### src/rtl/period_meter_pkg.sv
// rtl/period_meter_pkg.sv - shared state encoding, defaults and width helper for period_meter
package period_meter_pkg;

  localparam int DEF_CLK_PER_US = 50;

  typedef logic [1:0] state_t;

  localparam state_t ST_IDLE  = 2'd0;
  localparam state_t ST_ARM   = 2'd1;
  localparam state_t ST_COUNT = 2'd2;
  localparam state_t ST_DONE  = 2'd3;

  function automatic int rem_width(input int clk_per_us);
    return (clk_per_us < 2) ? 1 : $clog2(clk_per_us);
  endfunction

endpackage

### src/rtl/edge_sync.sv
// rtl/edge_sync.sv - 2-flop synchroniser plus delay flop giving a one-clock rising-edge tick
module edge_sync (
  input  logic clk,
  input  logic reset,
  input  logic din,
  output logic edg
);

  logic [1:0] sync;
  logic       dly;

  always_ff @(posedge clk or posedge reset) begin
    if (reset) begin
      sync <= '0;
      dly  <= 1'b0;
    end else begin
      sync <= {sync[0], din};
      dly  <= sync[1];
    end
  end

  assign edg = sync[1] & ~dly;

endmodule

### src/rtl/period_meter.sv
// rtl/period_meter.sv - measures N periods of a slow input in whole microseconds plus clock remainder
module period_meter
  import period_meter_pkg::*;
#(
  parameter int CLK_PER_US = DEF_CLK_PER_US,
  parameter int PRD_W      = 20,
  parameter int NCYC_W     = 4,
  parameter int TIMEOUT_US = 1000000
) (
  input  logic                                 clk,
  input  logic                                 reset,
  input  logic                                 start,
  input  logic                                 abort,
  input  logic                                 si,
  input  logic [NCYC_W-1:0]                    n_cyc,
  output logic                                 ready,
  output logic                                 done_tick,
  output logic [PRD_W-1:0]                     prd,
  output logic [rem_width(CLK_PER_US)-1:0]     rem,
  output logic                                 tmo
);

  localparam int REM_W = rem_width(CLK_PER_US);
  localparam logic [REM_W-1:0] T_MAX  = REM_W'(CLK_PER_US - 1);
  localparam logic [PRD_W-1:0] P_LAST = PRD_W'(TIMEOUT_US - 1);

  state_t            state;
  logic              edg;
  logic [REM_W-1:0]  t, t_nxt;
  logic [PRD_W-1:0]  p, p_nxt;
  logic [NCYC_W-1:0] e, n_lat;
  logic              t_wrap, tmo_hit, close_hit;

  edge_sync u_sync (
    .clk   (clk),
    .reset (reset),
    .din   (si),
    .edg   (edg)
  );

  // t/p form one mixed-radix counter: t is the sub-microsecond digit
  assign t_wrap    = (t == T_MAX);
  assign t_nxt     = t_wrap ? '0 : t + REM_W'(1);
  assign p_nxt     = t_wrap ? p + PRD_W'(1) : p;
  assign tmo_hit   = t_wrap && (p == P_LAST);
  assign close_hit = ({1'b0, e} + (NCYC_W + 1)'(1)) == {1'b0, n_lat};

  always_ff @(posedge clk or posedge reset) begin
    if (reset) begin
      state <= ST_IDLE;
      t     <= '0;
      p     <= '0;
      e     <= '0;
      n_lat <= '0;
      prd   <= '0;
      rem   <= '0;
      tmo   <= 1'b0;
    end else begin
      case (state)
        ST_IDLE: begin
          if (start) begin
            n_lat <= (n_cyc == '0) ? NCYC_W'(1) : n_cyc;
            t     <= '0;
            p     <= '0;
            state <= ST_ARM;
          end
        end
        ST_ARM: begin
          if (abort) begin
            state <= ST_IDLE;
          end else if (edg) begin
            // the opening-edge cycle itself is the first counted clock
            t     <= REM_W'(1);
            p     <= '0;
            e     <= '0;
            state <= ST_COUNT;
          end else if (tmo_hit) begin
            prd   <= '0;
            rem   <= '0;
            tmo   <= 1'b1;
            state <= ST_DONE;
          end else begin
            t <= t_nxt;
            p <= p_nxt;
          end
        end
        ST_COUNT: begin
          if (abort) begin
            state <= ST_IDLE;
          end else if (edg && close_hit) begin
            prd   <= p;
            rem   <= t;
            tmo   <= 1'b0;
            state <= ST_DONE;
          end else if (tmo_hit) begin
            prd   <= '0;
            rem   <= '0;
            tmo   <= 1'b1;
            state <= ST_DONE;
          end else begin
            t <= t_nxt;
            p <= p_nxt;
            if (edg) e <= e + NCYC_W'(1);
          end
        end
        ST_DONE: state <= ST_IDLE;
        default: state <= ST_IDLE;
      endcase
    end
  end

  assign ready     = (state == ST_IDLE);
  assign done_tick = (state == ST_DONE);

endmodule
### config.mk
export PLATFORM = sky130hd
export DESIGN_NAME = period_meter
export DESIGN_NICKNAME = d
export VERILOG_FILES = /design/src/rtl/period_meter_pkg.sv /design/src/rtl/edge_sync.sv /design/src/rtl/period_meter.sv
export SDC_FILE = /design/constraint.sdc
export NUM_CORES = 1
export LEC_CHECK = 0
export CORE_MARGIN = 5
export CORE_UTILIZATION = 51
export DETAILED_ROUTE_END_ITERATION = 12
export GPL_ROUTABILITY_DRIVEN = 0
export PLACE_DENSITY = 0.8
export SYNTH_ARGS = -nofsm -noshare
export SYNTH_HDL_FRONTEND = slang
export SYNTH_SLANG_ARGS = --single-unit
### constraint.sdc
create_clock -name clk -period 2.19 [get_ports clk]
set_input_delay 0.438 -clock clk [delete_from_list [all_inputs] [get_ports clk]]
set_output_delay 0.438 -clock clk [all_outputs]
set_load 0.01 [all_outputs]
==> flow_metrics.tcl <==
set metrics [dict create \
    drt-initial-drc-count 168 \
    synth-edff-count 0 \
    hp-start "u_sync.sync[0]$_DFF_PP0_" \
    die_area_mm2 0.00842 \
    vias 3025 \
    worstReg2RegEnd "p[9]$_DFFE_PP0P_" \
    cts_made_buffers 9 \
    crit_fanout 4 \
    critPathLaunchType "flip-flop" \
    route.detailed.drc 0 \
    antenna_found_initial 0 \
    routed_wl_um 9090 \
    synth_area_leaders "dfrtp_1 48%, a22o_1 7.4%, ha_1 2.9%, o21ai_1 2.9%, o31ai_1 2.9%" \
    p_seq_share_pct 35.7 \
    synth_area_mm2 0.00341 \
    syn_inst 323 \
    hold_slack_ns 0.363 \
    htreeDepth 3 \
    switchingPower_w 0.00130 \
    switching_share_pct 33.1 \
    whs_path_depth 0 \
    firstDrtPassIters 5 \
    root_buffer "clkbuf_8" \
    cp.arrival_ns 2.51 \
    syn_area_per_cell_um2 10.6 \
    ff2ff_path_depth 8 \
    finalCritPeriodShare_pct 101 \
    dp_hpwl_um 5720 \
    clkTransAtPathRegs_ns 0.08 \
    setup_violations 4 \
    synthTopCellsByCount "66 x dfrtp_1, 29 x a22o_1, 20 x o21ai_1, 19 x nand2_1" \
    comb_power_share_pct 35.9 \
    layout-drive-gt1-share_pct 22.7 \
    crit_required_ns 2.48 \
    placed_area_mm2 0.00410 \
    antenna_left 0 \
    status "finished with violations" \
    synth_cell_types 61 \
    worst_pin_slew_ns 0.637 \
    start_util_pct 53.1 \
    critPathKind "reg -> reg" \
    design_area_mm2 0.00450 \
    async_flop_share_pct 100 \
    track_usage_pct 21.4 \
    drv_slew 0 \
    hold_path.class "reg -> reg" \
    p_clk_share_pct 28.4 \
    grt_pass1_vias 3026 \
    violations "setup timing" \
    clock_latency_ns 0.36 \
    clock_sinks 66 \
    syn-num-nets 340 \
    core_area_mm2 0.00642 \
    chipWidth_um 91.8 \
    max-slew-margin-rel_pct 57.2 \
    ir_worst_vdd_mv 0.627 \
    p_int_w 0.00263 \
    p_per_area_mw_per_mm2 874 \
    avgRoutedWirePerCell_um 19.2 \
    post-route-util_pct 70.0 \
    finalSetupTns_ns -0.0346 \
    synth.top_cell.area_share_pct 48.4 \
    post-route-min-period_ns 2.21 \
    synth_ff_type "dfrtp_1" \
    hold_viol_final 0 \
    pin_count 38 \
    die_y_um 91.8 \
    p_leak_nw 1.96 \
    fp-row-count 29 \
    synth_most_common_cell "dfrtp_1" \
    drv_cap 0 \
    grt_pass1_wl_um 14500 \
    ctsHoldBuffers 0 \
    yosys.area.top_type "dfrtp_1" \
    cts_tree "done" \
    cts_max_path_buffers 2 \
    rsz0062_at_grt "yes" \
    syn_to_final_growth_pct 31.9 \
    rrSetupSlack_ns -0.02 \
    fmax_mhz 452 \
    seq_area_frac_synth_pct 48.4 \
    vias_per_cell 6.38 \
    yosys_warnings 0 \
    fillers 460 \
    pre_cts_slack_ns -0.0408 \
    overflow 0 \
    finalWorstSetupSlack_ns -0.0220 \
    n_antenna_cell 0 \
    layout.nets 409 \
    hold_path_end "u_sync.sync[1]$_DFF_PP0_" \
    reg2reg_from "state[0]$_DFFE_PP0N_" \
    io_buffers 37 \
    cp-end-kind "flip-flop" \
    grt_start_max_net_pins 43 \
    ys_ff_latch 66 \
    fin_skew_ns 0.0101 \
]
power groups by stage:
stage	combinational, W	clock, W	sequential, W
finish	0.00141	0.00112	0.00140
detailed placement	0.00111	0	0.00142
global placement	0.00107	0	0.00141
global route	0.00151	0.00120	0.00142
CTS	0.00114	0.00114	0.00140
floorplan	0.000770	0	0.00140
metrics by stage:
| step | std cells | total power [W] |
|---|---|---|
| floorplan | 323 | 0.00217 |
| global placement | 453 | 0.00248 |
| detailed placement | 453 | 0.00253 |
| CTS | 469 | 0.00368 |
| global route | 474 | 0.00412 |
| finish | 474 | 0.00393 |
worst max-delay path: stages (launching register included):
cell       delay (ns)
dfrtp_1          0.38
inv_1            0.08
ha_2             0.20
or2_4            0.25
a211oi_4         0.25
o31ai_4          0.17
clkbuf_16        0.19
or4_1            0.52
nand3_1          0.11
layout make-up:
class,count,area [um^2],share of cell area [%]
well taps,77,96.3,2.14
clock buffers,11,131,2.92
flip-flops and latches,66,1650,36.7
repair buffers,75,773,17.2
multi-input cells,226,1710,38.1
inverters,14,52.6,1.17
clock inverters,5,78.8,1.75
layer usage:
metal / GRT usage (%) / vias up / routed length, um
met4: 7.30 / 0 / 177
met3: 5.16 / 28 / 538
met5: 0 / - / 0
met1: 27.0 / 1493 / 3810
li1: - / 1377 / -
met2: 36.2 / 127 / 4570
flip-flops by register name (all words and copies together), names as in the netlist:
| signal | cells |
|---|---|
| t | 6 |
| n_lat | 4 |
| prd | 20 |
| rem | 6 |
| state | 2 |
| e | 4 |
| tmo | 1 |
| u_sync.dly | 1 |
| u_sync.sync | 2 |
| p | 20 |
how the worst max path moves through the flow:
stage / from / endpoint / slack (ns) / cells past startpoint
CTS: e[0]$_DFFE_PP0P_ / p[10]$_DFFE_PP0P_ / 0.02 / 8
global route: e[1]$_DFFE_PP0P_ / e[2]$_DFFE_PP0P_ / -0.16 / 6
finish: state[0]$_DFFE_PP0N_ / p[9]$_DFFE_PP0P_ / -0.02 / 8
global placement: start / p[9]$_DFFE_PP0P_ / -0.01 / 7
detailed placement: start / t[4]$_DFFE_PP0P_ / -0.04 / 7
floorplan: state[1]$_DFFE_PP0N_ / p[4]$_DFFE_PP0P_ / 0.08 / 10
cell families after synthesis:
kind of cell | Yosys count | synth area share (%)
compound gates | 113 | 24.0
flops | 66 | 48.4
buf+inv | 31 | 4.18
simple gates | 94 | 16.9
mux | 5 | 1.61
fa+ha+maj | 8 | 2.93
xor+xnor | 6 | 1.98
cell usage in the layout (no fill, tap or decap), types with 8 or more instances in the layout:
cell             netlist  routed
a21oi_1               13      12
a22o_1                29      29
a31oi_1                8       8
buf_4                  5      28
clkbuf_8               0       9
clkdlybuf4s50_1        0      35
dfrtp_1               66      66
inv_1                 13      11
nand2_1               19      19
nand3_1               13      13
nor2_1                10      10
o21ai_1               20      17
o31ai_1               13      12
timing repair:
action | 4_1_cts | 5_1_grt
endpoints found under the setup margin | 7 | 51
setup buffers | 0 | 3
gates resized for setup | 3 | 25
pin swaps | 1 | 12
gates cloned | 0 | 2
hold endpoints to repair | 0 | 0
Note: power is estimated with default switching activity, not from simulation.
==> RTL edit, RTL diff (same flow settings) <==
Change the package constant `DEF_CLK_PER_US` from 50 to 100.
--- a/src/rtl/period_meter_pkg.sv
+++ b/src/rtl/period_meter_pkg.sv
@@ -3,3 +3,3 @@
 
-  localparam int DEF_CLK_PER_US = 50;
+  localparam int DEF_CLK_PER_US = 100;
 
Interface: changed (resized rem); port bits go from 38 to 39. No check against the original RTL was run, so the function may have changed too.
==> RTL edit against the original RTL <==
The flow still finishes with violations (setup timing). Design area up 9.2%. Setup slack worse by 50 ps. Combinational power up 9%. Synthesized cell count up 3.4%. Routed wire length up 8.2%. Area after synthesis up 3.2%. Total power up 4.2%. Sequential share of layout area down 2.1 points. Sequential cell count up 2. Highest routed layer unchanged.
==> RTL edit: results (changes against the original RTL) <==
Leak = 2.22 nW (+13%)
DPL Wire Length = 5930 µm (+3.7%)
setup TNS = -401 ps (-366 ps)
total track usage = 21.2% (-0.15 points)
HP Class = reg -> reg
First-pass DRT Iterations = 5 (unchanged)
share of cells above drive strength 1 = 30.1% (+7.5 points)
DR iter-0 viols = 219 (+30%)
worst slack, placed = -135 ps (-94.2 ps)
Routed WL = 9840 µm (+8.2%)
dpl cell area = 0.00429 mm² (+4.7%)
clk_skew = 8.79 ps (-1.30 ps)
Async SR Flop Fraction = 100% (unchanged)
non-filler cells in the finished layout = 508 (+7.2%)
post-CTS setup repair buffer count = 0 (unchanged)
first-pass GRT wire length = 14600 µm (+0.81%)
sequential area share after synthesis = 48.3% (-0.076 points)
Area contributors post-synth = dfrtp_1, a22o_1, o21ai_0, ha_1, nand3_1
Primary FF master, synth = dfrtp_1
H-tree depth = 3 (unchanged)
Port Buffers = 38 (+2.7%)
fin nets = 439 (+7.3%)
via count = 3259 (+7.7%)
clk_lat worst skew = 360 ps (about the same)
largest stage delay on the critical path = 440 ps (-80 ps)
Max IR drop VDD = 620 µV (-0.99%)
initial antenna violation count = 0 (unchanged)
CTS max path bufs = 2 (unchanged)
failing checks = setup timing
Commonest cells post-synth = dfrtp_1, a22o_1, o21ai_0, nand2_1, nand3_1
largest net degree at the start of global routing = 36 (-16%)
antenna diode instance count = 0 (unchanged)
Cell Count Post-Placement = 478 (+5.5%)
synth warn = 0 (unchanged)
slowest CP cell = dfrtp_2
fill cell count = 434 (-5.7%)
Final Setup Violations = 10 (+6)
number of buffers created by CTS = 9 (unchanged)
vias in the first global route = 3061 (+1.2%)
count of different cell masters after synthesis = 59 (-3.3%)
clock root cell = clkbuf_8
post-CTS resize count = 4 (+1)
Syn Nets = 350 (+2.9%)
PnR worst setup slack = -71.7 ps (-49.7 ps)
Crit path arrival time = 2500 ps (about the same)
hold slack = 360 ps (-3.85 ps)
status = finished, violations left
Clock transition at path regs = 70 ps
Syn Inst Count = 334 (+3.4%)
largest registers = p (20), prd (20)
critical path peak fanout = 6 (+2)
Least-Margin Pin Slew = 454 ps (-183 ps)
[RTL edit: critical path, delay by kind of cell, from the launching register on]
family / cells / cell delay (ps)
simple gates: 2 / 380
compound gates: 3 / 710
fa+ha+maj: 1 / 160
buf+inv: 4 / 430
flops: 1 / 440
[RTL edit: path summary, 6_finish.rpt]
path | start | cells past startpoint | end
worst min-delay path | u_sync.sync[0] | 0 | u_sync.sync[1]
max in group asynchronous | reset | 3 | state[1]
worst min register to register | u_sync.sync[0] | 0 | u_sync.sync[1]
worst max register to register | state[1] | 10 | p[13]
min in group asynchronous | reset | 3 | p[17]
worst max-delay path | state[1] | 10 | p[13]
[RTL edit: metal layers]
layer  routed length [µm]  GRT usage [%]
met2                 4870           33.2
met1                 4100           28.3
met3                  687           5.31
met4                  180           8.67
met5                    0              0
[RTL edit: cell families (layout without fill, tap and decap cells)]
| kind of cell | count (synthesis) | in the layout | synth area share, % |
|---|---|---|---|
| AO/OA/AOI/OAI | 113 | 113 | 23.5 |
| XOR/XNOR | 6 | 6 | 1.49 |
| adder cells (fa/ha/maj) | 7 | 7 | 2.49 |
| buffers and inverters | 29 | 123 | 4.37 |
| flip-flops | 68 | 68 | 48.3 |
| multiplexers | 6 | 6 | 1.88 |
| AND/OR/NAND/NOR | 105 | 105 | 17.9 |
[RTL edit: report_power, final]
group	total [mW]	internal, mW	switching [mW]
clock network	1.14	0.666	0.472
logic	1.54	0.795	0.750
registers	1.42	1.33	0.0835
total	4.10	2.79	1.31
[RTL edit: area by class of cell]
type / count / area (µm²) / share of cell area, %
clock inverters: 5 / 75.1 / 1.53
flip-flops and latches: 68 / 1700 / 34.7
multi-input cells: 237 / 1900 / 38.7
repair buffers: 100 / 961 / 19.6
well taps: 80 / 100 / 2.04
clock buffers: 11 / 141 / 2.88
inverters: 7 / 28.8 / 0.586
